**src/rtl/soc_trace_fifo.sv**
```systemverilog
// Bus-trace capture FIFO: records RAM-address and CP0 exception-address changes for host drain.
// Optional per-entry cycle timestamps are enabled with the TRACE_TIMESTAMP_EN macro.
module soc_trace_fifo #(
  parameter int DEPTH = 16,
  parameter int AW    = 4
) (
  input  logic          clk,
  input  logic          reset,
  input  logic [31:0]   ram_addr,
  input  logic [31:0]   ram_data,
  input  logic [31:0]   cp0_exc_addr,
  input  logic          trace_en,
  output logic          out_valid,
  input  logic          out_ready,
  output logic [31:0]   out_addr,
  output logic [31:0]   out_data,
  output logic          out_exc,
  output logic [AW:0]   count,
  output logic          full,
  output logic          empty,
  output logic [15:0]   drop_cnt
`ifdef TRACE_TIMESTAMP_EN
  ,
  output logic [31:0]   out_ts
`endif
);

  localparam logic [AW:0] CNT_ONE  = (AW+1)'(1);
  localparam logic [AW:0] CNT_FULL = (AW+1)'(DEPTH);

  function automatic logic [15:0] sat_add_drop(input logic [15:0] cur, input logic [1:0] n);
    logic [16:0] sum;
    sum = {1'b0, cur} + {15'b0, n};
    return sum[16] ? 16'hFFFF : sum[15:0];
  endfunction

  logic [31:0] r_mem_addr [DEPTH];
  logic [31:0] r_mem_data [DEPTH];
  logic        r_mem_exc  [DEPTH];
`ifdef TRACE_TIMESTAMP_EN
  logic [31:0] r_mem_ts   [DEPTH];
  logic [31:0] r_ts;
`endif
  logic [AW-1:0] r_wptr, r_rptr;
  logic [AW:0]   r_count;
  logic [15:0]   r_drop;
  logic [31:0]   r_prev_addr, r_prev_exc;
  logic          r_primed;

  logic          w_exc_chg, w_addr_chg, w_req, w_push, w_pop, w_full, w_empty;
  logic          w_coll_drop, w_full_drop;
  logic [1:0]    w_drop_n;
  logic [31:0]   w_ent_addr, w_ent_data;

  assign w_full     = (r_count == CNT_FULL);
  assign w_empty    = (r_count == '0);
  assign w_exc_chg  = (cp0_exc_addr != r_prev_exc);
  assign w_addr_chg = (ram_addr != r_prev_addr);
  assign w_req      = r_primed && trace_en && (w_exc_chg || w_addr_chg);
  assign w_pop      = !w_empty && out_ready;
  assign w_push     = w_req && (!w_full || w_pop);

  // An exception change pre-empts a simultaneous address change; the latter is counted as lost.
  assign w_coll_drop = w_req && w_exc_chg && w_addr_chg;
  assign w_full_drop = w_req && w_full && !w_pop;
  assign w_drop_n    = {1'b0, w_coll_drop} + {1'b0, w_full_drop};
  assign w_ent_addr  = w_exc_chg ? cp0_exc_addr : ram_addr;
  assign w_ent_data  = w_exc_chg ? ram_addr     : ram_data;

  always_ff @(posedge clk) begin
    if (reset) begin
      r_wptr      <= '0;
      r_rptr      <= '0;
      r_count     <= '0;
      r_drop      <= '0;
      r_prev_addr <= '0;
      r_prev_exc  <= '0;
      r_primed    <= 1'b0;
`ifdef TRACE_TIMESTAMP_EN
      r_ts        <= '0;
`endif
      for (int i = 0; i < DEPTH; i++) begin
        r_mem_addr[i] <= '0;
        r_mem_data[i] <= '0;
        r_mem_exc[i]  <= 1'b0;
`ifdef TRACE_TIMESTAMP_EN
        r_mem_ts[i]   <= '0;
`endif
      end
    end else begin
      // History tracks the bus even while capture is disabled, so enabling never fakes a change.
      r_prev_addr <= ram_addr;
      r_prev_exc  <= cp0_exc_addr;
      r_primed    <= 1'b1;
`ifdef TRACE_TIMESTAMP_EN
      r_ts        <= r_ts + 32'd1;
`endif
      if (w_push) begin
        r_mem_addr[r_wptr] <= w_ent_addr;
        r_mem_data[r_wptr] <= w_ent_data;
        r_mem_exc[r_wptr]  <= w_exc_chg;
`ifdef TRACE_TIMESTAMP_EN
        r_mem_ts[r_wptr]   <= r_ts;
`endif
        r_wptr <= r_wptr + 1'b1;
      end
      if (w_pop) begin
        r_rptr <= r_rptr + 1'b1;
      end
      case ({w_push, w_pop})
        2'b10:   r_count <= r_count + CNT_ONE;
        2'b01:   r_count <= r_count - CNT_ONE;
        default: r_count <= r_count;
      endcase
      r_drop <= sat_add_drop(r_drop, w_drop_n);
    end
  end

  assign out_valid = !w_empty;
  assign out_addr  = w_empty ? 32'd0 : r_mem_addr[r_rptr];
  assign out_data  = w_empty ? 32'd0 : r_mem_data[r_rptr];
  assign out_exc   = w_empty ? 1'b0  : r_mem_exc[r_rptr];
`ifdef TRACE_TIMESTAMP_EN
  assign out_ts    = w_empty ? 32'd0 : r_mem_ts[r_rptr];
`endif
  assign count     = r_count;
  assign full      = w_full;
  assign empty     = w_empty;
  assign drop_cnt  = r_drop;

endmodule

```
**config.mk**
```make
export PLATFORM = sky130hd
export DESIGN_NAME = soc_trace_fifo
export DESIGN_NICKNAME = d
export VERILOG_FILES = /design/src/rtl/soc_trace_fifo.sv
export SDC_FILE = /design/constraint.sdc
export NUM_CORES = 1
export LEC_CHECK = 0
export ABC_AREA = 1
export ABC_CLOCK_PERIOD_IN_PS = 4650
export CAP_MARGIN = 20
export CORE_MARGIN = 2
export CORE_UTILIZATION = 61
export DETAILED_ROUTE_END_ITERATION = 16
export PLACE_DENSITY_LB_ADDON = 0.05
export SLEW_MARGIN = 20
export SYNTH_ARGS = -nofsm -noshare
export SYNTH_HDL_FRONTEND = slang
export SYNTH_SLANG_ARGS = --single-unit
```
**constraint.sdc**
```tcl
create_clock -name clk -period 4.65 [get_ports clk]
set_input_delay 0.465 -clock clk [delete_from_list [all_inputs] [get_ports clk]]
set_output_delay 0.465 -clock clk [all_outputs]
set_load 0.01 [all_outputs]
```
==> results of run 1 <==
-- per-layer routing --
layer,part of all wire,track usage,up-vias
met5,0.00017,0,-
met4,0.046,0.164,4
met3,0.11,0.0635,374
met2,0.46,0.579,2512
met1,0.38,0.496,18800
li1,-,-,17200
-- cell usage after synthesis --
cell	number	area (µm²)
a31oi_1	2	12.5
xnor2_1	11	96.3
o21ai_2	26	228
nand3_1	77	385
and2_1	1	6.26
edfxtp_1	1040	31200
o31ai_1	1	7.51
buf_1	12	45.0
nor2_4	1	11.3
o21ai_0	535	2680
nand3_4	6	105
o21ai_1	38	190
o22ai_1	75	469
o221ai_1	185	1620
nor4_1	4	25.0
nand2_2	2	12.5
buf_8	1	15.0
o21bai_1	1	7.51
nor2_1	1707	6410
a21oi_1	82	410
buf_2	84	420
dfxtp_1	98	1960
clkinv_1	2	7.51
nor2_8	1	20.0
nand3_2	4	40.0
o21a_1	1	7.51
buf_4	15	113
xor2_1	19	166
o211ai_1	75	563
clkbuf_1	263	987
nand2_1	333	1250
inv_1	171	642
buf_6	50	563
nand4_1	6	37.5
nor3_1	4	20.0
fa_1	2	40.0
inv_2	13	48.8
ha_1	9	113
nand2_8	1	20.0
-- cell families after synthesis --
| group | count (synthesis) |
|---|---|
| AO/OA/AOI/OAI | 1021 |
| flip-flops | 1138 |
| XOR/XNOR | 30 |
| AND/OR/NAND/NOR | 2147 |
| buffers and inverters | 611 |
| adder cells (fa/ha/maj) | 11 |
-- power by group --
part           total (mW)  switching, mW  internal, mW
clock                9.52           3.98          5.54
sequential           11.7          0.219          11.5
combinational        5.55           3.74          1.81
total                26.8           7.94          18.9
-- critical path, cell delays in order (launching register included) --
cell	delay, ns
dfxtp_4	0.57
inv_6	0.43
buf_4	0.42
o21ai_0	0.15
o221ai_1	0.31
nand3_1	0.12
a21oi_1	0.49
clkdlybuf4s50_1	0.65
-- worst max-delay path by stage --
stage,end,slack (ns),cells past startpoint
after floorplan,r_mem_addr[3][0],0.91,18
after global placement,drop_cnt[14],0.79,24
after detailed placement,drop_cnt[14],0.74,24
after CTS,out_addr[27],0.41,7
after global routing,out_addr[27],0.28,7
final,out_addr[27],0.27,7
-- sequential cells by signal (all words and copies together), names as in the netlist, named ones only --
register,count
r_mem_addr,512
drop_cnt,16
r_mem_exc,16
r_primed,1
r_wptr,4
r_mem_data,512
count,5
r_rptr,4
r_prev_exc,32
r_prev_addr,32
-- layout make-up --
class	count	share of cell area
Sequential cell	1138	0.576
Antenna cell	2	0.0000868
Multi-Input combinational cell	3209	0.264
Clock inverter	66	0.0127
Timing Repair Buffer	319	0.0578
Tap cell	1080	0.0234
Inverter	186	0.0124
Clock buffer	150	0.0540
-- metrics by stage --
stage          instances  hold slack (ns)  utilization  setup slack [ns]  instance area, µm²
2_1_floorplan       4958            0.436            -             0.914               51000
3_3_place_gp        5932            0.441        0.647             0.790               53800
3_5_place_dp        5932            0.448        0.647             0.739               53800
4_1_cts             6148            0.137        0.693             0.408               57700
5_1_grt             6149            0.174        0.693             0.276               57700
6_report            6150            0.163        0.693             0.273               57700
==> flow_metrics.py, run 1 <==
metrics = {
    "status": {
        "status": "finished clean",
    },
    "critical_path": {
        "timing.rr.start": "count[0]",
        "worst_ep_arrival_time_ns": 3.91,
        "end_kind": "primary output",
        "worstSetupStartpointType": "flip-flop",
        "rr_worst_depth": 19,
        "critPathKind": "reg2out",
        "rrSetupSlack_ns": 1.07,
        "critPathRequiredTime_ns": 4.18,
        "critPathMaxFanout": 54,
        "rr_endpoint": "drop_cnt[13]",
    },
    "route": {
        "drtPass1Iterations": 6,
        "avgRoutedWirePerCell_um": 25.5,
        "viasPerCell": 6.32,
        "vias": 38900,
        "drtIter0Drc": 5322,
        "drc": 0,
        "finalWirelength_mm": 157,
        "ant_nets": 0,
    },
    "timing": {
        "slew_headroom": 0.213,
        "worst_pin_slew_ns": 1.18,
        "fin_crit_sh": 0.941,
        "rsz0062_at_grt": "false",
        "tns_ns": 0,
        "period_needed_ns": 4.38,
        "fmax_mhz": 228,
        "slew_viol_final": 0,
        "final-setup-viol-count": 0,
        "worst_clock_skew_ns": 0.0204,
        "finalHoldViolCount": 0,
    },
    "synthesis": {
        "synth_compound_area_frac": 0.121,
        "synth-seq-area-share": 0.651,
        "synth_adder_area_share": 0.00299,
        "synth_top_family_by_area": "simple AND/OR/NAND/NOR gates",
        "synth_area_per_cell_um2": 10.3,
        "synth_area_um2": 51000,
        "yosysWarnings": 0,
        "yosys.area_share.simple": 0.164,
        "synth-seq-cells": 1138,
        "yosysUniqueCellTypes": 39,
        "muxShareOfSynthArea": 0,
        "synth_xor_area_frac": 0.00515,
        "syn_inst": 4958,
        "syn-num-nets": 5069,
    },
    "floorplanning": {
        "die_h_um": 293,
        "std_cell_rows": 106,
        "die-width_um": 293,
        "io_pins": 189,
        "core_um2": 83200,
        "die_area_um2": 85900,
        "start_util": 0.613,
    },
    "global_routing": {
        "grt_pass1_vias": 37600,
        "grt_pass1_wl_mm": 233,
        "grt_usage": 0.364,
        "grt_max_degree": 129,
        "grt_overflow": 0,
        "antenna_found_initial": 6,
    },
    "cts": {
        "clkLatencyLatePin_ns": 0.70,
        "path_clk_slew_ns": 0.06,
        "cts_tree": "done",
        "h-tree-depth": 3,
        "postCtsHoldBufs": 0,
        "cts.sinks": 1138,
        "post_cts_buffers": 0,
        "cts_buffers": 116,
        "cts_resized": 0,
        "cts_root_buffer": "clkbuf_16",
        "cts_max_path_buffers": 3,
    },
    "place": {
        "gp_congestion": 0.856,
        "port_buffers": 188,
        "dp_hpwl_mm": 85.6,
    },
    "hold_path": {
        "min_path_cells": 2,
        "hold_end": "r_prev_addr[17]",
        "hold_class": "in2reg",
        "worstHoldStart": "reset",
    },
    "layout": {
        "drive_gt1_frac": 0.0768,
        "nFillCells": 6152,
        "fin_nets": 5081,
        "seqCellArea_um2": 33200,
        "multiInputGateArea_um2": 15200,
        "final_cell_mix": "nor2_1 (1706), edfxtp_1 (1040), o21ai_0 (535)",
        "layout_commonest_cell": "nor2_1",
        "area_growth_pct": 13.1,
    },
    "power_and_ir_drop": {
        "vdd_drop_max_mv": 0.444,
        "power_leakage_nw": 22.0,
        "p_total_mw": 26.8,
        "cellPowerDensity_nw_per_um2": 465,
    },
    "run": {
        "drv_cap": 0,
    },
}
Power figures use the tool's default switching activity.
==> run 2: changes to the inputs <==
CTS_CLUSTER_DIAMETER = 80   (was not set)
SLEW_MARGIN = not set   (was 20)
==> run 2 against run 1 <==
Count of clock-buffer cells in the layout decreased by 10. Sequential share of layout area increased by 0.10 points. Total power decreased by 1.1%. Global-route usage about the same. Clock skew increased by 0.015 ns. Utilization decreased by 0.12 points. Final cell count about the same. Via count decreased by 0.55%. Combinational power about the same. Clock power decreased by 2.9%. Wire length decreased by 0.37%. Largest power group unchanged.
==> flow_metrics.py, run 2 (synthesized netlist as in run 1, its figures left out) <==
metrics = {
    "place": {
        "dp.cells": 5934,
        "gp_congestion": 0.856,
        "port_buffers": 188,
        "postPlaceCellArea_um2": 53800,
        "dp_hpwl_mm": 85.6,
    },
    "layout": {
        "drive_gt1_frac": 0.0750,
        "multiInputGateArea_um2": 15200,
        "fin_nets": 5085,
        "final_util": 0.692,
        "instances_no_fill": 6149,
        "reg_top3": "r_mem_addr (512), r_mem_data (512)",
        "area_growth_pct": 12.9,
        "seqCellArea_um2": 33200,
        "final_cell_mix": "nor2_1 (1706), edfxtp_1 (1040), o21ai_0 (535)",
        "nFillCells": 6200,
        "layout_commonest_cell": "nor2_1",
        "finalInstanceArea_um2": 57600,
    },
    "floorplanning": {
        "start_util": 0.613,
        "io_pins": 189,
        "die-width_um": 293,
        "core_um2": 83200,
        "die_area_um2": 85900,
        "std_cell_rows": 106,
        "die_h_um": 293,
    },
    "global_routing": {
        "grt_usage": 0.364,
        "grt_max_degree": 129,
        "grt_overflow": 0,
        "grt_pass1_wl_mm": 233,
        "grt_pass1_vias": 37300,
        "antenna_found_initial": 6,
    },
    "cts": {
        "cts_buffers": 116,
        "cts_root_buffer": "clkbuf_16",
        "path_clk_slew_ns": 0.06,
        "cts_max_path_buffers": 3,
        "clkLatencyLatePin_ns": 0.71,
        "post_cts_buffers": 0,
        "h-tree-depth": 3,
        "cts_tree": "done",
        "cts_resized": 0,
        "postCtsHoldBufs": 0,
        "cts.sinks": 1138,
    },
    "timing": {
        "final-setup-viol-count": 0,
        "fin_crit_sh": 0.937,
        "slew_headroom": 0.197,
        "period_needed_ns": 4.36,
        "fmax_mhz": 229,
        "tns_ns": 0,
        "slew_viol_final": 0,
        "finalHoldViolCount": 0,
        "worst_pin_slew_ns": 1.20,
        "worst_clock_skew_ns": 0.0353,
        "rsz0062_at_grt": "false",
    },
    "critical_path": {
        "crit_family": "buffers and inverters",
        "worstSetupStartpointType": "flip-flop",
        "critPathMaxFanout": 54,
        "slowest_stage": "clkdlybuf4s50_1",
        "cp_num_cells": 7,
        "end_kind": "primary output",
        "rr_worst_depth": 19,
        "critPathKind": "reg2out",
        "worst_ep_arrival_time_ns": 3.89,
        "critical_path.cell_chain": "inv_6 -> buf_4 -> o21ai_0 -> o221ai_1 -> nand3_1 -> a21oi_1 -> clkdlybuf4s50_1",
        "critPathBufInv": 3,
        "timing.rr.start": "count[0]",
        "critPathRequiredTime_ns": 4.18,
        "max_stage_delay_ns": 0.66,
    },
    "route": {
        "ant_nets": 0,
        "vias": 38700,
        "viasPerCell": 6.29,
        "drc": 0,
        "drtPass1Iterations": 6,
        "finalWirelength_mm": 156,
        "avgRoutedWirePerCell_um": 25.4,
        "drtIter0Drc": 5238,
    },
    "power_and_ir_drop": {
        "vdd_drop_max_mv": 0.333,
        "pwr-share-seq": 0.443,
        "power.internal_mw": 18.6,
        "netSwitchingFraction": 0.297,
        "cellPowerDensity_nw_per_um2": 461,
        "power_leakage_nw": 22.0,
        "p_total_mw": 26.5,
        "p_switching_mw": 7.88,
        "comb_power_share": 0.209,
        "p_clk_frac": 0.348,
    },
    "status": {
        "status": "finished clean",
    },
    "hold_path": {
        "min_path_cells": 2,
        "worstHoldStart": "reset",
        "hold_class": "in2reg",
    },
    "run": {
        "drv_cap": 0,
    },
}
## run 2: cell types whose count changed in the layout (fill, tap and decap cells not counted), sizes merged
| cell | change |
|---|---|
| clkinv | +11 |
| buf | +3 |
| inv | +1 |
| bufinv | -2 |
| clkinvlp | -5 |
| clkbuf | -9 |
## run 2: per-layer routing
metal / vias to the layer above / global-route usage / part of all wire / wire, µm
met4: 4 / 0.171 / 0.049 / 7660
met3: 379 / 0.0669 / 0.12 / 18100
met2: 2371 / 0.574 / 0.46 / 72400
met1: 18700 / 0.495 / 0.37 / 58200
met5: - / 0 / 0.00021 / 33
li1: 17200 / - / - / -
## run 2: final cells by class
class / instances / share of cell area
antenna: 2 / 0.0000869
tap: 1080 / 0.0235
sequential: 1138 / 0.577
clock inverter: 71 / 0.0125
inverter: 186 / 0.0124
multi-input combinational: 3209 / 0.264
timing repair buffer: 323 / 0.0586
clock buffer: 140 / 0.0522
## run 2: final timing paths
path | end | slack, ns
max reg2reg | drop_cnt[13] | 1.09
min | r_prev_exc[10] | 0.17
min reg2reg | flip-flop | 0.47
max | out_addr[27] | 0.29
## run 2: through the flow
step                      setup WS, ns  hold slack (ns)
after floorplan                  0.914            0.436
after global placement           0.790            0.441
after detailed placement         0.731            0.452
after CTS                        0.400            0.142
after global routing             0.268            0.178
final                            0.292            0.167
## run 2: power by group through the flow
stage,combinational (mW),clock [mW],sequential [mW]
final,5.54,9.24,11.7
after global routing,5.91,9.67,11.8
after CTS,5.45,9.26,11.7
after detailed placement,5.42,0,12.0
after global placement,5.38,0,11.9
after floorplan,3.13,0,11.9
